<file path="config.mk">
export PLATFORM = sky130hd
export DESIGN_NAME = divide_ratio_detector
export DESIGN_NICKNAME = d
export VERILOG_FILES = /design/src/rtl/divide_ratio_detector.sv
export SDC_FILE = /design/constraint.sdc
export NUM_CORES = 1
export LEC_CHECK = 0
export CAP_MARGIN = 30
export CORE_ASPECT_RATIO = 0.7
export CORE_MARGIN = 1.5
export CORE_UTILIZATION = 57
export CTS_BUF_LIST = sky130_fd_sc_hd__clkbuf_4 sky130_fd_sc_hd__clkbuf_8
export CTS_CLUSTER_DIAMETER = 40
export CTS_CLUSTER_SIZE = 28
export DETAILED_ROUTE_END_ITERATION = 10
export PLACE_DENSITY_LB_ADDON = 0.15
export SLEW_MARGIN = 5
export SYNTH_ARGS = -nofsm -noshare
export SYNTH_HDL_FRONTEND = slang
export SYNTH_SLANG_ARGS = --single-unit
</file>
<file path="constraint.sdc">
create_clock -name clk -period 2.2 [get_ports clk]
set_input_delay 0.44 -clock clk [delete_from_list [all_inputs] [get_ports clk]]
set_output_delay 0.44 -clock clk [all_outputs]
set_load 0.01 [all_outputs]
</file>
<file path="src/rtl/divide_ratio_detector.sv">
// divide_ratio_detector: measures period/high time of a slow synchronous signal, reports ratio and lock
module divide_ratio_detector #(
    parameter int CNT_W      = 8,
    parameter int LOCK_COUNT = 4
) (
    input  logic             clk,
    input  logic             rst,
    input  logic             sig_in,
    output logic [CNT_W-1:0] period,
    output logic [CNT_W-1:0] high_time,
    output logic             valid,
    output logic             locked,
    output logic             err
);
    typedef enum logic [1:0] {IDLE, MEASURE, TRACK} state_t;
    localparam logic [CNT_W-1:0] TMO = {{(CNT_W-1){1'b1}}, 1'b0};
    state_t state, state_nx;
    logic s_d, armed, rise, tmo, same;
    logic [CNT_W-1:0] cnt, hcnt, cnt_inc;
    logic [3:0] mcnt;
    // armed blocks a false rise when sig_in is already high as reset releases
    assign rise    = sig_in & ~s_d & armed;
    assign cnt_inc = cnt + CNT_W'(1);
    assign tmo     = (state != IDLE) && (cnt == TMO) && !rise;
    assign same    = cnt_inc == period;
    assign locked  = mcnt == 4'(LOCK_COUNT);
    always_comb begin
        state_nx = state;
        if (tmo)
            state_nx = IDLE;
        else if (rise)
            state_nx = (state == IDLE) ? MEASURE : TRACK;
    end
    always_ff @(posedge clk) begin
        if (rst) begin
            state     <= IDLE;
            s_d       <= 1'b0;
            armed     <= 1'b0;
            cnt       <= '0;
            hcnt      <= '0;
            period    <= '0;
            high_time <= '0;
            valid     <= 1'b0;
            err       <= 1'b0;
            mcnt      <= '0;
        end else begin
            state <= state_nx;
            s_d   <= sig_in;
            armed <= armed | ~sig_in;
            cnt   <= rise ? '0 : cnt_inc;
            hcnt  <= rise ? CNT_W'(1) : hcnt + CNT_W'(sig_in);
            valid <= rise && (state != IDLE);
            err   <= err | tmo;
            if (rise && state != IDLE) begin
                period    <= cnt_inc;
                high_time <= hcnt;
            end
            if (tmo)
                mcnt <= '0;
            else if (rise && state == MEASURE)
                mcnt <= 4'd1;
            else if (rise && state == TRACK)
                mcnt <= !same ? 4'd1 : locked ? mcnt : mcnt + 4'd1;
        end
    end
endmodule

</file>
==> impl_summary.log <==
[metrics] count of different cell masters after synthesis: 33
[metrics] post-synthesis cell area: 1830 um^2
[metrics] Chip Height: 50.4 um
[metrics] port bufs: 21
[metrics] worst path cell trace: inv_1 -> ha_1 -> nand2_1 -> or2_4 -> clkinv_1 -> dlygate4sd2_1
[metrics] ant diodes: 0
[metrics] Starting Density: 62.5%
[metrics] core region area: 2920 um^2
[metrics] wire length of the first global-routing pass: 6.27 mm
[metrics] portion of the post-synthesis area used by sequential elements: 46.0%
[metrics] Setup Total Neg Slack: 0 ps
[metrics] via count of the first global-routing pass: 1417
[metrics] achievable clock frequency: 0.500 GHz
[metrics] worst setup skew after layout: 10.9 ps
[metrics] number of remaining DRC errors: 0
[metrics] Mean Syn Cell Area: 8.82 um^2
[metrics] total die area: 3560 um^2
[metrics] Clk pin slew, worst setup/hold paths: 80 ps
[metrics] Via Count: 1481
[metrics] crit path time final: 2000 ps
[metrics] number of iterations in the first detailed-routing pass: 4
[metrics] Area Overhead vs Synth: 19.8%
[metrics] Seq pwr share: 57.1%
[metrics] vias per inst: 5.51
[metrics] post-detailed-placement half-perimeter wirelength: 2.78 mm
[metrics] share of the cycle needed by the critical path after routing: 90.9%
[metrics] number of hold-slack violations in the final timing report: 0
[metrics] final cell count without fillers: 269
[metrics] worst path required time: 1760 ps
[metrics] net count of the mapped netlist: 216
[metrics] initial detailed-routing violation count: 92
[metrics] io pins: 22
[metrics] total number of H-tree levels: 2
[metrics] worst hold path type: flip-flop to flip-flop
[metrics] slew at the pin closest to its max-slew limit: 651 ps
[metrics] count of flip-flops with a built-in enable after synthesis: 0
[metrics] busiest metal layer after global routing: met2
[metrics] buffer cell driving the clock tree root: sky130_fd_sc_hd__clkbuf_8
[metrics] placed cell count: 261
[metrics] Hold Slack: 457 ps
[metrics] met3 Resource Use GR: 5.42%
[metrics] total global routing track utilization: 22.8%
[metrics] RSZ-0062 raised after global routing: false
[metrics] type of origin of the critical path: flip-flop
[metrics] synthesized netlist cell count: 207
[metrics] fraction of final layout cells sized beyond drive strength 1: 9.01%
[metrics] top fanout value on the critical path: 6
[metrics] internal power consumption: 1050 uW
[metrics] Rel. slew slack: 56.3%
[metrics] Critical Path Slowest Stage Cell: sky130_fd_sc_hd__dfxtp_1
[metrics] Max IR drop VDD: 0.000408 V
[metrics] outcome: complete, no violations
[metrics] number of storage elements in the synthesis netlist: 42
[metrics] total power: 1390 uW
[metrics] Bufs on Longest Clock Path: 2
[metrics] clock tree from TritonCTS: built
[metrics] Sinks on Clock Net: 42
[metrics] # setup viols final: 0
[metrics] met2 Usage GRT: 37.1%
[metrics] Critical Path End Type: output pin
[metrics] number of max-cap violations: 0
[metrics] combinational share of power: 7.0%
[metrics] kind of critical path: flip-flop to output pin
[metrics] fraction of power consumed by the clock network: 35.9%
[metrics] number of placement rows: 16
[metrics] setup bufs post-CTS: 0
[metrics] clock buffers created by TritonCTS: 5
[metrics] met1 routing resource usage after global routing: 29.2%
[metrics] switching share of power: 23.9%
[metrics] number of nets at the end of the flow: 241
[metrics] die outline width: 70.7 um
[metrics] source-to-sink clock delay at the later pin of the worst-skew pair: 300 ps
[metrics] RePlAce Congestion: 0.871
[metrics] Remaining Overflow, GRT: 0
[metrics] Avg WL per Cell: 13.8 um
[metrics] number of antenna violations at the first check in global routing: 0
[metrics] static leakage: 0.000778 uW
[metrics] maximum number of pins on one net before global-route repair: 17
[metrics] Synth warnings: 0
[metrics] aggregate routed wire length: 3.72 mm
[metrics] Buffers & Inverters on Critical Path: 3
[metrics] largest stage delay on the critical path: 410 ps
[metrics] Critical Path AT: 1560 ps
[metrics] CP delay by family, top: buffers and inverters
[metrics] Pins Over Slew Limit: 0
[metrics] async set or reset register ratio after synthesis: 0%
[metrics] primary flip-flop cell chosen by synthesis mapping: sky130_fd_sc_hd__dfxtp_1
[metrics] count of nets left with antenna violations after detail routing: 0
[metrics] switching pwr: 331 uW
[metrics] power density normalized to cell area: 633 nW/um^2
==> layout by cell type (no fill, tap or decap), types with 3 or more instances in the layout <==
master                            count
sky130_fd_sc_hd__and3_1               3
sky130_fd_sc_hd__dfxtp_1             42
sky130_fd_sc_hd__inv_1                5
sky130_fd_sc_hd__nand3_1              8
sky130_fd_sc_hd__xor2_1               5
sky130_fd_sc_hd__nand4_1              3
sky130_fd_sc_hd__a211oi_1             8
sky130_fd_sc_hd__clkdlybuf4s50_1     20
sky130_fd_sc_hd__nor3_1               5
sky130_fd_sc_hd__xnor2_1             15
sky130_fd_sc_hd__a21oi_1             14
sky130_fd_sc_hd__buf_4                7
sky130_fd_sc_hd__nor2_1              38
sky130_fd_sc_hd__clkbuf_8             5
sky130_fd_sc_hd__ha_1                 6
sky130_fd_sc_hd__nand2_1             23
==> through the flow <==
step / instance area (um^2) / setup slack [ps] / utilization [%]
after floorplan: 1830 / 314 / -
after global placement: 2100 / 128 / 71.7
after detailed placement: 2100 / 82.6 / 71.7
after CTS: 2190 / 140 / 74.9
after global routing: 2190 / 19.8 / 74.9
final: 2190 / 201 / 74.9
==> path summary, 6_finish.rpt <==
kind              cells after the start     from           end  slack, ps
hold reg to reg                       2  hcnt[0]  high_time[0]        460
hold / removal                        2  hcnt[0]  high_time[0]        460
setup reg to reg                      7   cnt[0]       mcnt[0]        230
setup / recovery                      6  mcnt[0]        locked        200
==> repair_timing <==
item                                    4_1_cts  5_1_grt
pin swaps                                     0        1
hold buffers                                  0        0
resized for setup                             3        0
gates cloned                                  0        0
endpoints found under the setup margin        1        2
==> layer usage <==
metal  part of all wire (%)  vias up
li1                       -      741
met1                     45      674
met2                     47       62
met3                    6.8        4
met4                   0.67        0
met5                      0        -
==> power by group through the flow <==
stage | logic [uW] | registers [uW] | clock network [uW]
finish | 97.6 | 791 | 497
global route | 108 | 794 | 540
CTS | 99.5 | 791 | 510
detailed placement | 98.8 | 809 | 0
global placement | 94.1 | 807 | 0
floorplan | 70.7 | 806 | 0
==> layout make-up <==
cell class,instances,area (um^2)
repair buffers,28,262
flip-flops and latches,42,841
multi-input cells,149,928
inverters,6,22.5
well taps,36,45.0
clock buffers,6,76.3
clock inverters,2,13.8
fillers,213,734
==> state kept, by name (all words and copies together) (netlist names) <==
name and flops:
cnt 8, hcnt 8, high_time 8, period 8, mcnt 4, state 2
armed 1, err 1, s_d 1, valid 1
==> synthesized netlist by cell type, drive strengths merged (2+ instances only) <==
cell type | n | share of area [%]
dfxtp | 42 | 46
nor2 | 40 | 8.5
nand2 | 23 | 4.7
xnor2 | 16 | 8.1
a21oi | 14 | 3.8
clkbuf | 10 | 2.1
nand3 | 9 | 3.2
a211oi | 8 | 3.3
ha | 6 | 4.1
inv | 5 | 1.0
nor3 | 5 | 1.4
xor2 | 5 | 2.4
and3 | 3 | 1.0
nand4 | 3 | 1.0
nand3b | 2 | 0.82
xnor3 | 2 | 2.5
==> cells by family (layout without fill, tap and decap cells) <==
family          count (synthesis)  in the layout  synth area share [%]
buf+inv                        16             42                  3.29
simple gates                   92             92                  24.2
xor+xnor                       23             23                  12.9
flops                          42             42                  46.0
fa+ha+maj                       6              6                  4.11
compound gates                 28             28                  9.45
==> worst reg2reg max path: stages, from the launching register on <==
cell	delay, ps
sky130_fd_sc_hd__dfxtp_1	430
sky130_fd_sc_hd__ha_1	270
sky130_fd_sc_hd__and3_1	240
sky130_fd_sc_hd__xnor3_1	180
sky130_fd_sc_hd__nand4_1	130
sky130_fd_sc_hd__nor4b_4	360
sky130_fd_sc_hd__nor2_1	70
sky130_fd_sc_hd__o21a_1	200
Power figures use the tool's default switching activity.
